File: src/rtl/game_ctrl_if.sv
// Status/control bundle between the game controller and the video/attacker logic.
// The controller sits on the slave modport; the video side drives the master modport.
interface game_ctrl_if;
    logic        start;
    logic [16:0] H_count;
    logic [16:0] V_count;
    logic [4:0]  atk_over;
    logic        game_stop;
    logic        game_on;
    logic [2:0]  lives;
    logic [15:0] score;
    logic [15:0] hi_score;
    logic [1:0]  state;

    modport slave (
        input  start, H_count, V_count, atk_over,
        output game_stop, game_on, lives, score, hi_score, state
    );

    modport master (
        output start, H_count, V_count, atk_over,
        input  game_stop, game_on, lives, score, hi_score, state
    );
endinterface

File: src/rtl/game_ctrl.sv
// Game flow controller: IDLE/PLAY/HIT/OVER sequencing, lives, frame-based score.
// Optional best-score tracking is built only when GAME_CTRL_HISCORE_EN is defined.
module game_ctrl #(
    parameter int LIVES_INIT = 3,
    parameter int HIT_FRAMES = 60,
    parameter int SCORE_DIV  = 60
) (
    input  logic         clk_65M,
    input  logic         clear,
    game_ctrl_if.slave   bus
);

    typedef enum logic [1:0] {
        IDLE = 2'd0,
        PLAY = 2'd1,
        HIT  = 2'd2,
        OVER = 2'd3
    } state_t;

    localparam logic [7:0]  DIV_LAST   = 8'(SCORE_DIV - 1);
    localparam logic [7:0]  HIT_LAST   = 8'(HIT_FRAMES - 1);
    localparam logic [2:0]  LIVES_LOAD = 3'(LIVES_INIT);
    localparam logic [15:0] SCORE_MAX  = 16'hFFFF;

    state_t      state_reg, state_next;
    logic [2:0]  lives_reg, lives_next;
    logic [15:0] score_reg, score_next;
    logic [7:0]  div_reg, div_next;
    logic [7:0]  hit_cnt_reg, hit_cnt_next;
    logic        game_stop_reg, game_on_reg;

    logic        start_meta_reg, start_sync_reg, start_prev_reg;
    logic [1:0]  arm_vld_reg;
    logic        armed_reg;

    logic        frame_tick;
    logic        start_pulse;
    logic        atk_hit;

    assign frame_tick = (bus.H_count == 17'd0) && (bus.V_count == 17'd0);
    assign atk_hit    = |bus.atk_over;

    // armed_reg only sets once the synchronized start has been seen low after
    // the pipeline refilled, so a button held through reset release cannot
    // masquerade as a rising edge.
    assign start_pulse = start_sync_reg & ~start_prev_reg & armed_reg;

    always_ff @(posedge clk_65M or negedge clear) begin
        if (!clear) begin
            start_meta_reg <= 1'b0;
            start_sync_reg <= 1'b0;
            start_prev_reg <= 1'b0;
            arm_vld_reg    <= 2'b00;
            armed_reg      <= 1'b0;
        end else begin
            start_meta_reg <= bus.start;
            start_sync_reg <= start_meta_reg;
            start_prev_reg <= start_sync_reg;
            arm_vld_reg    <= {arm_vld_reg[0], 1'b1};
            armed_reg      <= armed_reg | (arm_vld_reg[1] & ~start_sync_reg);
        end
    end

    always_comb begin
        state_next   = state_reg;
        lives_next   = lives_reg;
        score_next   = score_reg;
        div_next     = div_reg;
        hit_cnt_next = hit_cnt_reg;

        case (state_reg)
            IDLE, OVER: begin
                if (start_pulse) begin
                    state_next   = PLAY;
                    lives_next   = LIVES_LOAD;
                    score_next   = 16'd0;
                    div_next     = 8'd0;
                    hit_cnt_next = 8'd0;
                end
            end
            PLAY: begin
                if (frame_tick) begin
                    if (atk_hit) begin
                        // A hit wins over a coincident score increment.
                        lives_next   = lives_reg - 3'd1;
                        hit_cnt_next = 8'd0;
                        state_next   = (lives_reg <= 3'd1) ? OVER : HIT;
                    end else if (div_reg == DIV_LAST) begin
                        div_next = 8'd0;
                        if (score_reg != SCORE_MAX) begin
                            score_next = score_reg + 16'd1;
                        end
                    end else begin
                        div_next = div_reg + 8'd1;
                    end
                end
            end
            HIT: begin
                if (frame_tick) begin
                    if (hit_cnt_reg == HIT_LAST) begin
                        hit_cnt_next = 8'd0;
                        state_next   = PLAY;
                    end else begin
                        hit_cnt_next = hit_cnt_reg + 8'd1;
                    end
                end
            end
            default: state_next = IDLE;
        endcase
    end

    // Status flags are decoded from the next state so they change on the same
    // edge as the state itself while still coming straight from flops.
    always_ff @(posedge clk_65M or negedge clear) begin
        if (!clear) begin
            state_reg     <= IDLE;
            lives_reg     <= 3'd0;
            score_reg     <= 16'd0;
            div_reg       <= 8'd0;
            hit_cnt_reg   <= 8'd0;
            game_stop_reg <= 1'b1;
            game_on_reg   <= 1'b0;
        end else begin
            state_reg     <= state_next;
            lives_reg     <= lives_next;
            score_reg     <= score_next;
            div_reg       <= div_next;
            hit_cnt_reg   <= hit_cnt_next;
            game_stop_reg <= (state_next != PLAY);
            game_on_reg   <= (state_next == PLAY);
        end
    end

`ifdef GAME_CTRL_HISCORE_EN
    logic [15:0] hi_score_reg;

    always_ff @(posedge clk_65M or negedge clear) begin
        if (!clear) begin
            hi_score_reg <= 16'd0;
        end else if ((state_reg == PLAY) && (state_next == OVER) &&
                     (score_reg > hi_score_reg)) begin
            hi_score_reg <= score_reg;
        end
    end

    assign bus.hi_score = hi_score_reg;
`else
    assign bus.hi_score = 16'd0;
`endif

    assign bus.state     = state_reg;
    assign bus.lives     = lives_reg;
    assign bus.score     = score_reg;
    assign bus.game_stop = game_stop_reg;
    assign bus.game_on   = game_on_reg;

endmodule

File: src/flat_wrapper.sv
// flat-port wrapper written by rule: the top's interface ports become plain ports
module game_ctrl_flat 
#(
    parameter int LIVES_INIT = 3,
    parameter int HIT_FRAMES = 60,
    parameter int SCORE_DIV  = 60
)
  (clk_65M, clear, bus_start, bus_H_count, bus_V_count, bus_atk_over, bus_game_stop, bus_game_on, bus_lives, bus_score, bus_hi_score, bus_state);
  game_ctrl_if bus_i ();
  input  logic clk_65M;
  input  logic clear;
  input wire logic [$bits(bus_i.start)-1:0] bus_start;
  input wire logic [$bits(bus_i.H_count)-1:0] bus_H_count;
  input wire logic [$bits(bus_i.V_count)-1:0] bus_V_count;
  input wire logic [$bits(bus_i.atk_over)-1:0] bus_atk_over;
  output wire logic [$bits(bus_i.game_stop)-1:0] bus_game_stop;
  output wire logic [$bits(bus_i.game_on)-1:0] bus_game_on;
  output wire logic [$bits(bus_i.lives)-1:0] bus_lives;
  output wire logic [$bits(bus_i.score)-1:0] bus_score;
  output wire logic [$bits(bus_i.hi_score)-1:0] bus_hi_score;
  output wire logic [$bits(bus_i.state)-1:0] bus_state;
  assign bus_i.start = bus_start;
  assign bus_i.H_count = bus_H_count;
  assign bus_i.V_count = bus_V_count;
  assign bus_i.atk_over = bus_atk_over;
  assign bus_game_stop = bus_i.game_stop;
  assign bus_game_on = bus_i.game_on;
  assign bus_lives = bus_i.lives;
  assign bus_score = bus_i.score;
  assign bus_hi_score = bus_i.hi_score;
  assign bus_state = bus_i.state;
  game_ctrl #(.LIVES_INIT(LIVES_INIT), .HIT_FRAMES(HIT_FRAMES), .SCORE_DIV(SCORE_DIV)) u_core (.clk_65M(clk_65M), .clear(clear), .bus(bus_i));
endmodule
File: config.mk
export PLATFORM = sky130hd
export DESIGN_NAME = game_ctrl_flat
export DESIGN_NICKNAME = d
export VERILOG_FILES = /design/src/rtl/game_ctrl_if.sv /design/src/rtl/game_ctrl.sv /design/src/flat_wrapper.sv
export SDC_FILE = /design/constraint.sdc
export NUM_CORES = 1
export LEC_CHECK = 0
export BUFFER_PORTS_ARGS = -buffer_cell sky130_fd_sc_hd__buf_2
export CORE_MARGIN = 2
export CORE_UTILIZATION = 44
export DETAILED_ROUTE_END_ITERATION = 10
export HOLD_SLACK_MARGIN = 0.12
export PLACE_DENSITY = 0.69
export SYNTH_ARGS = -nofsm -noshare
export SYNTH_HDL_FRONTEND = slang
export SYNTH_SLANG_ARGS = --single-unit
File: constraint.sdc
create_clock -name clk_65M -period 3.2 [get_ports clk_65M]
set_input_delay 0.16 -clock clk_65M [delete_from_list [all_inputs] [get_ports clk_65M]]
set_output_delay 0.16 -clock clk_65M [all_outputs]
set_load 0.01 [all_outputs]
==> flow_metrics.tcl, run 1 <==
set metrics [dict create \
    crit_path_start_kind "flop" \
    final_cell_mix "buf_2 (64), dfrtp_1 (44), nand3_1 (28)" \
    hp-class "primary input to flop" \
    n_antenna_cell 0 \
    clock_latency_ns 0.30 \
    drtIter0Drc 204 \
    ios 81 \
    end_kind "flop" \
    vias 2707 \
    grt-ovfl-total 0 \
    seq_area_um2 1130 \
    cap_violations 0 \
    p_int_uw 906 \
    globalplace.congestion 0.854 \
    drive_gt1_frac 0.237 \
    grt_pass1_wl_um 11700 \
    track_usage 0.198 \
    power_density_nw_per_um2 333 \
    areaGrowthSynthToFinish_pct 16.4 \
    synth-adder-area-share 0.0299 \
    coreArea_um2 6390 \
    ys.flop_type "dfrtp_1" \
    die_area_um2 7330 \
    cts_tree "built" \
    synth_top_family_by_area "simple AND/OR/NAND/NOR gates" \
    total_power_mw 1.14 \
    n_fill_cell 602 \
    clock-root-buffer "clkbuf_8" \
    cp.required_ns 3.38 \
    p_sw_uw 233 \
    fp-row-count 29 \
    clk_pin_slew_worst_paths_ns 0.09 \
    portBuffers 64 \
    multiInputGateArea_um2 1580 \
    tightest_slew_ns 1.01 \
    crit_arrival_ns 2.77 \
    synth_xor_area_frac 0 \
    avgRoutedWirePerCell_um 15.0 \
    critPathBufInv 2 \
    synth_area_per_cell_um2 8.94 \
    drtPass1Iterations 4 \
    final_common_cell "buf_2" \
    critPathMaxFanout 19 \
    chipWidth_um 85.6 \
    synth_cell_type_count 58 \
    synthMuxAreaShare 0.0218 \
    crit_chain "inv_1 > ha_1 > nand2b_1 > a211oi_1 > nor4b_4 > buf_4 > nor2_4 > o32a_1" \
    ir_drop_mv 0.160 \
    clock-sinks 45 \
    slew_headroom 0.324 \
    synth-edff-count 0 \
    antenna_found_initial 0 \
    drt-total-wl_um 7040 \
    fin_util 0.535 \
    finalHoldViolCount 0 \
    final_max_slew_viol_count 0 \
    hpwl_um 5090 \
    largest_reg_flops 16 \
    rsz0062_at_grt "false" \
    crit_slowest_cell "dfrtp_1" \
    setup_viol 0 \
    die_h_um 85.6 \
    synthCells 328 \
    yosysSeqAreaShare 0.384 \
    p_clk_frac 0.447 \
    power_leakage_nw 1.69 \
    nNetsFinal 440 \
    cts_setup_buffers 0 \
    status "finished, final reports clean" \
    numCtsBuffers 5 \
    synth_warnings 0 \
    seqPwrFrac 0.504 \
    cts_resized 0 \
    synth_simple_gate_area_frac 0.256 \
    ant_nets 0 \
    vias_per_cell 5.77 \
    p_sw_frac 0.204 \
    initial_utilization 0.459 \
    ys_ff_latch 45 \
    synth_area_um2 2930 \
    drc_errors 0 \
    clock_path_buffers 2 \
    async_flop_share 1.00 \
    crit_type "flop to flop" \
    htree_num_levels 2 \
    skew_ns 0.0164 \
    synth_compound_area_frac 0.209 \
    path_delay_family "compound AO/OA/AOI/OAI gates" \
    finalCriticalPeriod_ns 2.59 \
    grt_pass1_vias 2526 \
    fin_crit_sh 0.809 \
    cpPeakStageDelay_ns 0.45 \
    grt_max_degree 46 \
    tns_ns 0 \
    comb_power_share 0.050 \
    max_freq_mhz 386 \
]
## final timing paths
kind | from | to | slack (ns) | cells after the start
hold reg to reg | u_core.arm_vld_reg[0] | u_core.arm_vld_reg[1] | 0.35 | 0
setup / recovery | u_core.bus.state[0] | u_core.bus.score[14] | 0.61 | 8
hold / removal | bus_atk_over[4] | u_core.bus.state[1] | 0.32 | 4
setup reg to reg | u_core.bus.state[0] | u_core.bus.score[14] | 0.61 | 8
min in group asynchronous | clear | u_core.bus.game_on | 0.56 | 2
max in group asynchronous | clear | u_core.armed_reg | 1.99 | 2
## cells in the mapped netlist, drive strengths merged (3+ instances only)
cell,count,area [um^2]
nor2b,3,18.8
ha,7,87.6
a21oi,9,45.0
a22o,7,61.3
nand4,11,68.8
and2,3,18.8
or4,3,26.3
mux2i,3,30.0
inv,23,86.3
o41a,3,33.8
o211ai,13,97.6
o21ai,11,55.1
buf,22,160
and3,10,62.6
nand2,19,71.3
nor4,11,68.8
nor3,8,51.3
mux2,3,33.8
dfrtp,44,1100
and4,3,26.3
clkbuf,10,37.5
nor2,21,86.3
a21o,3,22.5
nand3,28,140
a211oi,6,45.0
or2,4,25.0
o22ai,5,31.3
## stage by stage
step	cells	area, um^2	worst slack, ns	hold slack (ns)
finish	469	3410	0.611	0.321
detailed placement	459	3260	0.683	0.270
CTS	469	3410	0.631	0.313
floorplan	343	2990	0.858	-0.136
global placement	459	3260	0.594	0.276
global route	469	3410	0.429	0.353
## power groups by stage
stage	sequential (mW)	clock, mW	combinational [mW]
floorplan	0.584	0	0.0310
CTS	0.573	0.524	0.0579
finish	0.573	0.508	0.0566
detailed placement	0.585	0	0.0561
global placement	0.584	0	0.0553
global route	0.574	0.546	0.0638
## worst reg2reg max path, delay by kind of cell, from the launching register on
kind / cells / cell delay (ns)
AO/OA/AOI/OAI: 2 / 0.60
AND/OR/NAND/NOR: 3 / 0.58
flip-flops: 1 / 0.45
adder cells (fa/ha/maj): 1 / 0.42
buffers and inverters: 2 / 0.40
## metal layers
layer,share of wire,vias up,track usage
met3,0.067,6,0.0356
li1,-,1316,-
met1,0.44,1288,0.261
met5,0,-,0
met2,0.48,97,0.337
met4,0.0097,0,0.0519
## logic make-up (layout without fill, tap and decap cells)
group / after synthesis / in the layout
buffers and inverters: 55 / 104
adder cells (fa/ha/maj): 7 / 7
AND/OR/NAND/NOR: 133 / 133
multiplexers: 6 / 6
flip-flops: 45 / 45
other: 2 / 17
AO/OA/AOI/OAI: 80 / 80
## final cells by class
cell class / count / area share
flip-flops and latches: 45 / 0.330
clock buffers: 5 / 0.0202
multi-input cells: 243 / 0.462
well taps: 77 / 0.0282
repair buffers: 73 / 0.115
inverters: 23 / 0.0253
clock inverters: 3 / 0.0191
## repair_timing
action / in CTS / in global routing
hold buffers: 2 / 0
setup endpoints to repair: 0 / 0
endpoints found under the hold margin: 45 / 0
No activity file was read; power rests on OpenSTA's default activity.
==> inputs of run 2 (changes only) <==
PLACE_DENSITY = 0.72   (was 0.69)
clock period = 2.2 ns   (was 3.2 ns; I/O delays follow)
==> run 2 against run 1 <==
  * Clock skew fell by 0.0095 ns
  * Count of clock-buffer cells in the layout increased by 1
  * First-iteration DRC count is 11% lower
  * Global-route usage increased by 0.31 points
  * Largest power group unchanged
  * Via count is 3.7% higher
==> flow_metrics.tcl, run 2 (synthesized netlist as in run 1, its figures left out) <==
set metrics [dict create \
    status "finished, final reports clean" \
    grt-ovfl-total 0 \
    clk_pin_slew_worst_paths_ns 0.09 \
    final_cell_mix "buf_2 (65), dfrtp_1 (44), nand3_1 (28)" \
    setup_viol 0 \
    ir_drop_mv 0.364 \
    cap_violations 0 \
    final_max_slew_viol_count 0 \
    dp.cells 481 \
    grt_pass1_vias 2752 \
    n_fill_cell 589 \
    tightest_slew_ns 0.633 \
    end_kind "flop" \
    vias_per_cell 5.70 \
    final.setup.worst_slack_ns 0.0873 \
    preCtsSetupSlack_ns 0.0274 \
    crit_slowest_cell "o41a_1" \
    track_usage 0.201 \
    antenna_found_initial 0 \
    cts_tree "built" \
    globalplace.congestion 0.897 \
    initial_utilization 0.459 \
    largest_reg_flops 16 \
    path_delay_family "simple AND/OR/NAND/NOR gates" \
    skew_ns 0.00691 \
    avgRoutedWirePerCell_um 14.6 \
    drc_errors 0 \
    drt-total-wl_um 7180 \
    areaGrowthSynthToFinish_pct 23.7 \
    chipWidth_um 85.6 \
    clock_latency_ns 0.30 \
    cp.required_ns 2.38 \
    power_density_nw_per_um2 424 \
    max_freq_mhz 473 \
    hpwl_um 5430 \
    crit_chain "or2_2 > o41a_1 > buf_4 > and4_1 > mux2_2" \
    crit_arrival_ns 2.30 \
    fp-row-count 29 \
    ant_nets 0 \
    crit_type "flop to flop" \
    cpPeakStageDelay_ns 0.49 \
    portBuffers 64 \
    nNetsFinal 464 \
    crit_path_start_kind "flop" \
    hp-class "primary input to async pin" \
    clock-root-buffer "clkbuf_8" \
    ios 81 \
    numCtsBuffers 5 \
    critPathBufInv 1 \
    htree_num_levels 2 \
    final_common_cell "buf_2" \
    coreArea_um2 6390 \
    drive_gt1_frac 0.293 \
    fin_crit_sh 0.960 \
    grt_pass1_wl_um 12000 \
    clock-sinks 45 \
    finalCriticalPeriod_ns 2.11 \
    drtPass1Iterations 4 \
    vias 2808 \
    grt_max_degree 22 \
    finalHoldViolCount 0 \
    critPathMaxFanout 7 \
    die_area_um2 7330 \
    hold-worst-slack_ns 0.222 \
    slew_headroom 0.572 \
    final_cell_count_no_fill 493 \
    power_leakage_nw 1.81 \
    die_h_um 85.6 \
    drtIter0Drc 181 \
    n_antenna_cell 0 \
    clock_path_buffers 2 \
]
==> run 2: what timing repair did <==
action                                 4_1_cts  5_1_grt
endpoints found under the hold margin       46        0
gates resized for setup                      0        6
hold buffers                                 2        0
setup buffers                                0        1
setup endpoints to repair                    0       23
==> run 2: cell type report <==
cell class | instances | area (um^2) | share of cell area
flip-flops and latches | 45 | 1130 | 0.311
inverters | 23 | 86.3 | 0.0238
well taps | 77 | 96.3 | 0.0266
clock buffers | 6 | 72.6 | 0.0200
repair buffers | 97 | 603 | 0.166
clock inverters | 2 | 35.0 | 0.00966
multi-input cells | 243 | 1610 | 0.443
==> run 2: routing by layer <==
layer  vias to the layer above  wire length (um)  track usage
met4                         0                70       0.0722
met5                         -                 0            0
met1                      1317              3160        0.258
met3                         7               490       0.0289
li1                       1369                 -            -
met2                       115              3460        0.346
==> run 2: worst paths after layout <==
| path | cells past startpoint | slack, ns | start | to |
|---|---|---|---|---|
| setup / recovery | 5 | 0.09 | u_core.div_reg[2] | u_core.div_reg[0] |
| min in group clk_65M | 4 | 0.26 | bus_H_count[15] | u_core.bus.state[0] |
| hold reg to reg | 0 | 0.35 | u_core.arm_vld_reg[0] | u_core.arm_vld_reg[1] |
| max in group asynchronous | 3 | 1.39 | clear | u_core.div_reg[2] |
| setup reg to reg | 5 | 0.09 | u_core.div_reg[2] | u_core.div_reg[0] |
| hold / removal | 2 | 0.22 | clear | u_core.hit_cnt_reg[2] |
==> run 2: metrics by stage <==
step / area (um^2) / TNS, ns / power (mW) / util
global placement: 3460 / 0 / 0.934 / 0.542
detailed placement: 3460 / 0 / 0.936 / 0.542
floorplan: 3000 / 0 / 0.895 / -
CTS: 3590 / 0 / 1.56 / 0.562
global route: 3630 / -0.0258 / 1.61 / 0.568
finish: 3630 / 0 / 1.54 / 0.568
==> run 2: where the power goes <==
group	internal [mW]	switching (mW)	leakage [nW]	total [mW]
clock	0.337	0.278	0.0552	0.615
combinational	0.0379	0.0498	1.24	0.0877
sequential	0.831	0.00217	0.509	0.833
total	1.21	0.330	1.81	1.54
